### src/rtl/checker_pkg.sv
// Shared types and helpers for the key-gated sequence checker.
// Pure definitions, no state; no latency.
// No flow control involved.
package checker_pkg;

   // Path taken through a sequence: genuine (key bits all correct so far) or decoy.
   typedef enum logic {
      PATH_G = 1'b0,
      PATH_D = 1'b1
   } path_e;

   // Widest pattern the extraction helper can carry (8 words of up to 32 bits).
   localparam int PAT_MAX = 256;

   // Return pattern word idx (word i lives at bits [i*w +: w]), zero-extended.
   function automatic logic [PAT_MAX-1:0] pat_word(input logic [PAT_MAX-1:0] pat,
                                                   input logic [2:0]         idx,
                                                   input logic [5:0]         w);
      logic [8:0]         sh;
      logic [PAT_MAX-1:0] mask;
      sh   = 9'(idx) * 9'(w);
      mask = (PAT_MAX'(1) << w) - PAT_MAX'(1);
      return (pat >> sh) & mask;
   endfunction

endpackage

### src/rtl/checker_keyfsm.sv
// Sequence checker: words must arrive in PATTERN order; per-branch key bits pick genuine or decoy path.
// Latency: match/err pulse one cycle after the accepting edge; busy/stage update on the same edge.
// No backpressure: x is consumed whenever x_valid is high, state holds otherwise.
module checker_keyfsm
   import checker_pkg::*;
#(
   parameter int                    W        = 10,
   parameter int                    STAGES   = 4,
   parameter logic [STAGES*W-1:0]   PATTERN  = {10'h2AA, 10'h155, 10'h0F0, 10'h3A5},
   parameter logic [STAGES-1:0]     LOCK_KEY = 4'b1011
) (
   input  logic              clk,
   input  logic              rst,
   input  logic              x_valid,
   input  logic [W-1:0]      x,
   input  logic [STAGES-1:0] keyinput,
   output logic              match,
   output logic              err,
   output logic              busy,
   output logic [2:0]        stage,
   output logic [7:0]        match_cnt
);

   localparam int         IW   = (STAGES > 1) ? $clog2(STAGES) : 1;
   localparam logic [2:0] LAST = 3'(STAGES - 1);
   localparam logic [5:0] W6   = 6'(W);

   // Reject configurations the datapath cannot represent.
   if (STAGES < 1 || STAGES > 8 || W < 1 || W > 32 ||
       $bits(PATTERN) != STAGES * W || $bits(LOCK_KEY) != STAGES) begin : g_bad_cfg
      $error("checker_keyfsm: illegal STAGES/W/PATTERN/LOCK_KEY configuration");
   end

   path_e        r_path;
   logic [2:0]   r_idx;
   logic         r_match;
   logic         r_err;
   logic         r_busy;
   logic [7:0]   r_cnt;

   logic [PAT_MAX-1:0] w_exp_full;
   logic [W-1:0]       w_exp;
   logic [IW-1:0]      w_kidx;
   logic               w_hit;
   logic               w_key_ok;
   path_e              w_next_path;

   // Expected word for the current index and the key bit that steers this branch.
   assign w_exp_full  = pat_word(PAT_MAX'(PATTERN), r_idx, W6);
   assign w_exp       = w_exp_full[W-1:0];
   assign w_kidx      = r_idx[IW-1:0];
   assign w_hit       = (x == w_exp);
   assign w_key_ok    = (keyinput[w_kidx] == LOCK_KEY[w_kidx]);
   // Once on the decoy path a sequence can never get back to genuine.
   assign w_next_path = ((r_idx != 3'd0 && r_path == PATH_D) || !w_key_ok) ? PATH_D : PATH_G;

   // Sequence FSM with registered pulses, progress flag and saturating match counter.
   always_ff @(posedge clk) begin
      if (rst) begin
         r_path  <= PATH_G;
         r_idx   <= 3'd0;
         r_match <= 1'b0;
         r_err   <= 1'b0;
         r_busy  <= 1'b0;
         r_cnt   <= 8'd0;
      end else begin
         r_match <= 1'b0;
         r_err   <= 1'b0;
         if (x_valid) begin
            if (w_hit) begin
               if (r_idx == LAST) begin
                  r_idx  <= 3'd0;
                  r_path <= PATH_G;
                  r_busy <= 1'b0;
                  if (w_next_path == PATH_G) begin
                     r_match <= 1'b1;
                     if (r_cnt != 8'hFF) begin
                        r_cnt <= r_cnt + 8'd1;
                     end
                  end else begin
                     r_err <= 1'b1;
                  end
               end else begin
                  r_idx  <= r_idx + 3'd1;
                  r_path <= w_next_path;
                  r_busy <= 1'b1;
               end
            end else begin
               // A stray word in IDLE is simply ignored; mid-sequence it aborts with err.
               r_err  <= (r_idx != 3'd0);
               r_idx  <= 3'd0;
               r_path <= PATH_G;
               r_busy <= 1'b0;
            end
         end
      end
   end

   assign match     = r_match;
   assign err       = r_err;
   assign busy      = r_busy;
   assign stage     = r_idx;
   assign match_cnt = r_cnt;

endmodule

### config.mk
export PLATFORM = sky130hd
export DESIGN_NAME = checker_keyfsm
export DESIGN_NICKNAME = d
export VERILOG_FILES = /design/src/rtl/checker_pkg.sv /design/src/rtl/checker_keyfsm.sv
export SDC_FILE = /design/constraint.sdc
export NUM_CORES = 1
export LEC_CHECK = 0
export ABC_CLOCK_PERIOD_IN_PS = 3900
export BUFFER_PORTS_ARGS = -buffer_cell sky130_fd_sc_hd__buf_4
export CAP_MARGIN = 5
export CORE_UTILIZATION = 30
export CTS_CLUSTER_SIZE = 12
export DETAILED_ROUTE_END_ITERATION = 10
export GPL_TIMING_DRIVEN = 0
export MAX_ROUTING_LAYER = met4
export PLACE_DENSITY_LB_ADDON = 0.2
export SETUP_SLACK_MARGIN = 0.02
export SYNTH_ARGS = -nofsm -noshare
export SYNTH_HDL_FRONTEND = slang
export SYNTH_SLANG_ARGS = --single-unit
### constraint.sdc
create_clock -name clk -period 3.9 [get_ports clk]
set_input_delay 0.195 -clock clk [delete_from_list [all_inputs] [get_ports clk]]
set_output_delay 0.195 -clock clk [all_outputs]
set_load 0.05 [all_outputs]
Word-level counts from Yosys, hierarchy flattened. Index checks and enable logic that the tools add are counted.

Flip-flop bits (word level): 15. Input port bits: 17. Output and inout bits: 14. Logic and storage cells: 41.

$add $sub $neg: 2. $mul: 1. Magnitude comparators: 1. Eq/ne operators: 4. Shift operators: 1. Multiplexer cells: 15. Bitwise gates (word level): 4. Reductions and logical operators: 7.

Operators with widths (number): 40-bit by 7-bit right shift with 10-bit output, first input constant (1); 1-bit two-way mux (11); 10-bit equality test (1); 8-bit by 1-bit adder with 8-bit output, second input constant (1); 8-bit inequality test, second input constant (1); 3-bit by 3-bit multiplier with 6-bit output, second input constant (1); 3-bit two-way mux (2); 5-bit AND reduction (1); 1-bit binary-select mux with 2-bit select (2); 1-bit inverter (4); 4-bit OR reduction (1); 3-bit by 1-bit adder with 3-bit output, second input constant (1); 3-bit by 2-bit equality test with 1-bit output, second input constant (1); 2-bit by 3-bit less-than comparator with 1-bit output, second input constant (1); 3-bit nonzero test (1); 2-bit OR reduction (1); 1-bit equality test (1); 1-bit logical AND (1); 1-bit zero test (1); 1-bit logical OR (1).

Longest topological paths before layout.
Depth after elaboration: 9. Gate-level depth with buffers: 8. Mapped depth without buffers: 7.

Worst setup path before layout. OpenSTA, ideal clock, no wires.

Kind: register to register. Start: register r_idx[0], in the netlist stage[0]. End: register r_cnt[6], in the netlist match_cnt[6]. Library setup time: 121 ps. Arrival time: 2820 ps. Data required time: 3779 ps. Path slack: 959 ps. Cell stages (with the launch flop): 9. Path buffers: 1. Period minus slack after synthesis: 2941 ps. Cells stage by stage: dfxtp_1 inv_1 ha_1 nor4b_1 o31ai_1 or4_1 buf_2 nor4_1 mux2_2.

Longest elaborated chain between the ends: 8. Elaborated cells between the ends (all ways): 16. Classes of those cells: mul (1); eq/ne (3); shift (1); mux (5); bitwise (1); reduce/logical (5).

Ends and longest elaborated chain: start, declared (line checker_keyfsm.sv:35) `logic [2:0] r_idx;`; start signal, assigned (line checker_keyfsm.sv:84) `r_idx <= r_idx + 3'd1;`; branches (longest 7 deep; another with 3-bit by 3-bit multiplier with 6-bit output); 5-bit AND reduction (no source line) *; end signal, assigned (line checker_keyfsm.sv:78) `r_cnt <= r_cnt + 8'd1;`; end, declared (line checker_keyfsm.sv:39) `logic [7:0] r_cnt;`.

Every way passes the cells marked *. The select of a mux whose other input is x is not followed. A chain may end at the register's enable or synchronous reset.

Final worst setup path. Ends and elaborated chain as after synthesis.

==> summary.txt <==
Worst setup path
  • RR Endpoint: match_cnt[6]$_SDFFE_PP0P_
  • Reg2reg start: stage[0]$_SDFFE_PP0P_
  • CP arrival: 2.95 ns
  • Crit path max fanout: 9
  • Reg2reg setup slack: 1.14 ns
  • Worst Setup Start Kind: flip-flop
  • R2R depth: 8
  • CP Capture Type: flip-flop
  • Required time of the critical path: 4.08 ns
  • Worst Setup Path Type: reg2reg

Outcome
  • Status: finished, final reports clean

Routing
  • First DRT Iteration DRCs: 20
  • Routed Antenna Nets: 0
  • Drt via density: 5.090
  • DR WL/cell: 11.71 microns
  • Detailed Routing Iterations Pass 1: 4
  • Routed WL: 2213 microns
  • DR DRC count: 0
  • Routed vias: 962

Synth
  • Post-Syn Nets: 132
  • Post-synthesis sequential area ratio: 31.45%
  • Syn Inst Count: 111
  • Post-synthesis cell type count: 37
  • Cell Area, Synth: 954.7 sq um
  • Post-Syn Area per Cell: 8.601 sq um
  • Ys async rst share: 0%
  • EDFF count, synth: 0
  • Yosys reg bits: 15
  • Ys Warns: 0
  • Most used DFF post-synth: dfxtp_1

Timing
  • Worst Skew: 0.0009092 ns
  • Rel. slew slack: 70.51%
  • Max-slew violation count: 0
  • TNS Setup: 0 ns
  • Tcrit/Tclk final: 70.86%
  • Hold Violations, Final: 0
  • Final period demand of the worst path: 2.764 ns
  • RSZ-0062 raised after global routing: false
  • Max Freq: 361.9 MHz
  • Final setup fails: 0
  • Worst slew pin tran: 0.4423 ns

Hold path
  • Hold Path Cell Cnt: 3
  • Min-Delay Startpoint: x_valid
  • Hold EP: stage[2]$_SDFFE_PP0P_
  • Worst Hold Class: in2reg

Clock tree
  • TritonCTS clock tree: done
  • CTS Hold Bufs: 0
  • CTS Buf Count: 3
  • Sink Count: 15
  • CTS clk-pin slew, worst paths: 0.09 ns
  • Post-CTS resize count: 0
  • Worst skew pair latency: 0.28 ns
  • H-tree levels: 1
  • Setup bufs post-CTS: 0
  • Max Root-Sink Buffers: 2
  • Root Buffer: clkbuf_4

GRT
  • Global-route usage over all layers: 15.81%
  • Top Usage Layer GRT: met2
  • Grt total ovfl: 0
  • Largest net degree at the start of global routing: 11
  • Met1 Usage GRT: 18.34%
  • First-pass GRT wire length: 4002 microns
  • M3 GR Usage: 3.956%
  • Met2 Usage GRT: 26.77%
  • Number of global-route vias before repair: 905
  • Initial antenna violation count: 0

Cells and area
  • Post-route insts no fill: 189
  • Fillcell total: 310
  • Nets: 167
  • Final core occ: 41.69%
  • Area of the multi-input gates: 605.6 sq um
  • Ant. Diodes: 0
  • Share of cells above drive strength 1: 31.03%
  • Syn-to-layout area delta: 32.24%
  • Register area: 300.3 sq um

Power and ir drop
  • Power per Cell Area: 213.4 nW/um^2
  • Max IR drop VDD: 101.2 uV
  • Leakage power: 0.4778 nW

Place
  • I/O Buffers: 30
  • Cells after DPL: 185
  • Final RePlAce weighted congestion: 0.8251
  • Hpwl dp: 1757 microns

Floorplanning
  • Die H: 58.41 microns
  • Top Ports: 31
  • Starting Density: 31.53%
  • Rows: 20
  • Overall die area: 3412 sq um
  • Die extent in x: 58.41 microns
  • Core ar.: 3028 sq um

Job
  • Max-cap violations: 0
==> cell families after synthesis <==
| family | count (synthesis) | synth area share [%] |
|---|---|---|
| fa+ha+maj | 4 | 5.243 |
| xor+xnor | 1 | 0.9176 |
| buf+inv | 12 | 5.111 |
| compound gates | 24 | 16.78 |
| flops | 15 | 31.45 |
| simple gates | 47 | 30.14 |
| mux | 8 | 10.35 |
==> per-stage QoR <==
step	total power, mW	setup WS, ns	cell area, sq um	hold WS (ns)
final	0.2694	1.136	1262	0.1977
after global routing	0.2861	0.8916	1262	0.1915
after detailed placement	0.1837	1.130	1235	0.4498
after CTS	0.2736	1.111	1262	0.1809
after global placement	0.1828	1.127	1235	0.4395
after floorplan	0.1665	0.9590	954.7	0.3703
==> cell usage in the layout (no fill, tap or decap), types with 3 or more instances in the layout <==
cell       n
or4_1      6
o21ai_0    3
a21oi_1    8
nand3_1    4
nor2b_1    5
nand2_1    4
o31ai_1    7
mux2_2     4
nor2_1     5
nor3_1     5
inv_1      8
or3_1      4
buf_4     30
nand4_1    3
clkbuf_4   3
dfxtp_1   15
ha_1       4
==> report_power, final <==
part | internal [mW] | switching [mW] | total, mW
logic | 0.0154 | 0.0116 | 0.0270
clock network | 0.0381 | 0.0512 | 0.0893
registers | 0.153 | 0.0000113 | 0.153
==> worst max-delay path, cell delays in order (launching register included) <==
cell and delay, ns:
dfxtp_1 0.41, inv_1 0.10, ha_1 0.34, nor4b_1 0.26, o31ai_1 0.15, or4_1 0.50, buf_2 0.18, nor4_1 0.35
mux2_2 0.37
==> worst max-delay path by stage <==
stage / startpoint / to
2_1_floorplan: stage[0]$_SDFFE_PP0P_ / match_cnt[6]$_SDFFE_PP0P_
3_5_place_dp: stage[0]$_SDFFE_PP0P_ / match_cnt[6]$_SDFFE_PP0P_
6_report: stage[0]$_SDFFE_PP0P_ / match_cnt[6]$_SDFFE_PP0P_
4_1_cts: stage[0]$_SDFFE_PP0P_ / match_cnt[6]$_SDFFE_PP0P_
5_1_grt: stage[0]$_SDFFE_PP0P_ / match_cnt[6]$_SDFFE_PP0P_
3_3_place_gp: stage[0]$_SDFFE_PP0P_ / match_cnt[6]$_SDFFE_PP0P_
==> state kept, by name, summed over array words and instances, names as in the netlist <==
signal     cells
match_cnt      8
stage          3
busy           1
err            1
match          1
r_path         1
==> routing by layer <==
layer	vias to the layer above	part of all wire (%)	routed length, microns
met2	30	49	1095
li1	482	-	-
met1	445	44	979
met3	5	5.2	114
met5	-	0	0
met4	0	1.0	23
==> layout make-up <==
type                            instances  share of cell area, %
Multi-Input combinational cell         84                  47.97
Sequential cell                        15                  23.79
Clock buffer                            3                  1.784
Tap cell                               44                  4.361
Timing Repair Buffer                   30                  17.84
Inverter                                8                  2.379
Buffer                                  4                  1.487
Clock inverter                          1                 0.3964
==> cells in the mapped netlist (2+ instances only) <==
master   count  area [sq um]
a21oi_1      8         40.04
and2_1       2         12.51
buf_2        2         10.01
dfxtp_1     15         300.3
ha_1         4         50.05
inv_1        8         30.03
mux2_2       4         45.04
mux2i_1      2         20.02
nand2_1      4         15.01
nand3_1      4         20.02
nand4_1      3         18.77
nor2_1       5         18.77
nor2b_1      5         31.28
nor3_1       5         25.02
nor4_1       2         12.51
o21ai_0      3         15.01
o31ai_1      7         52.55
or3_1        4         25.02
or4_1        6         45.04
(Power assumes the default switching activity.)
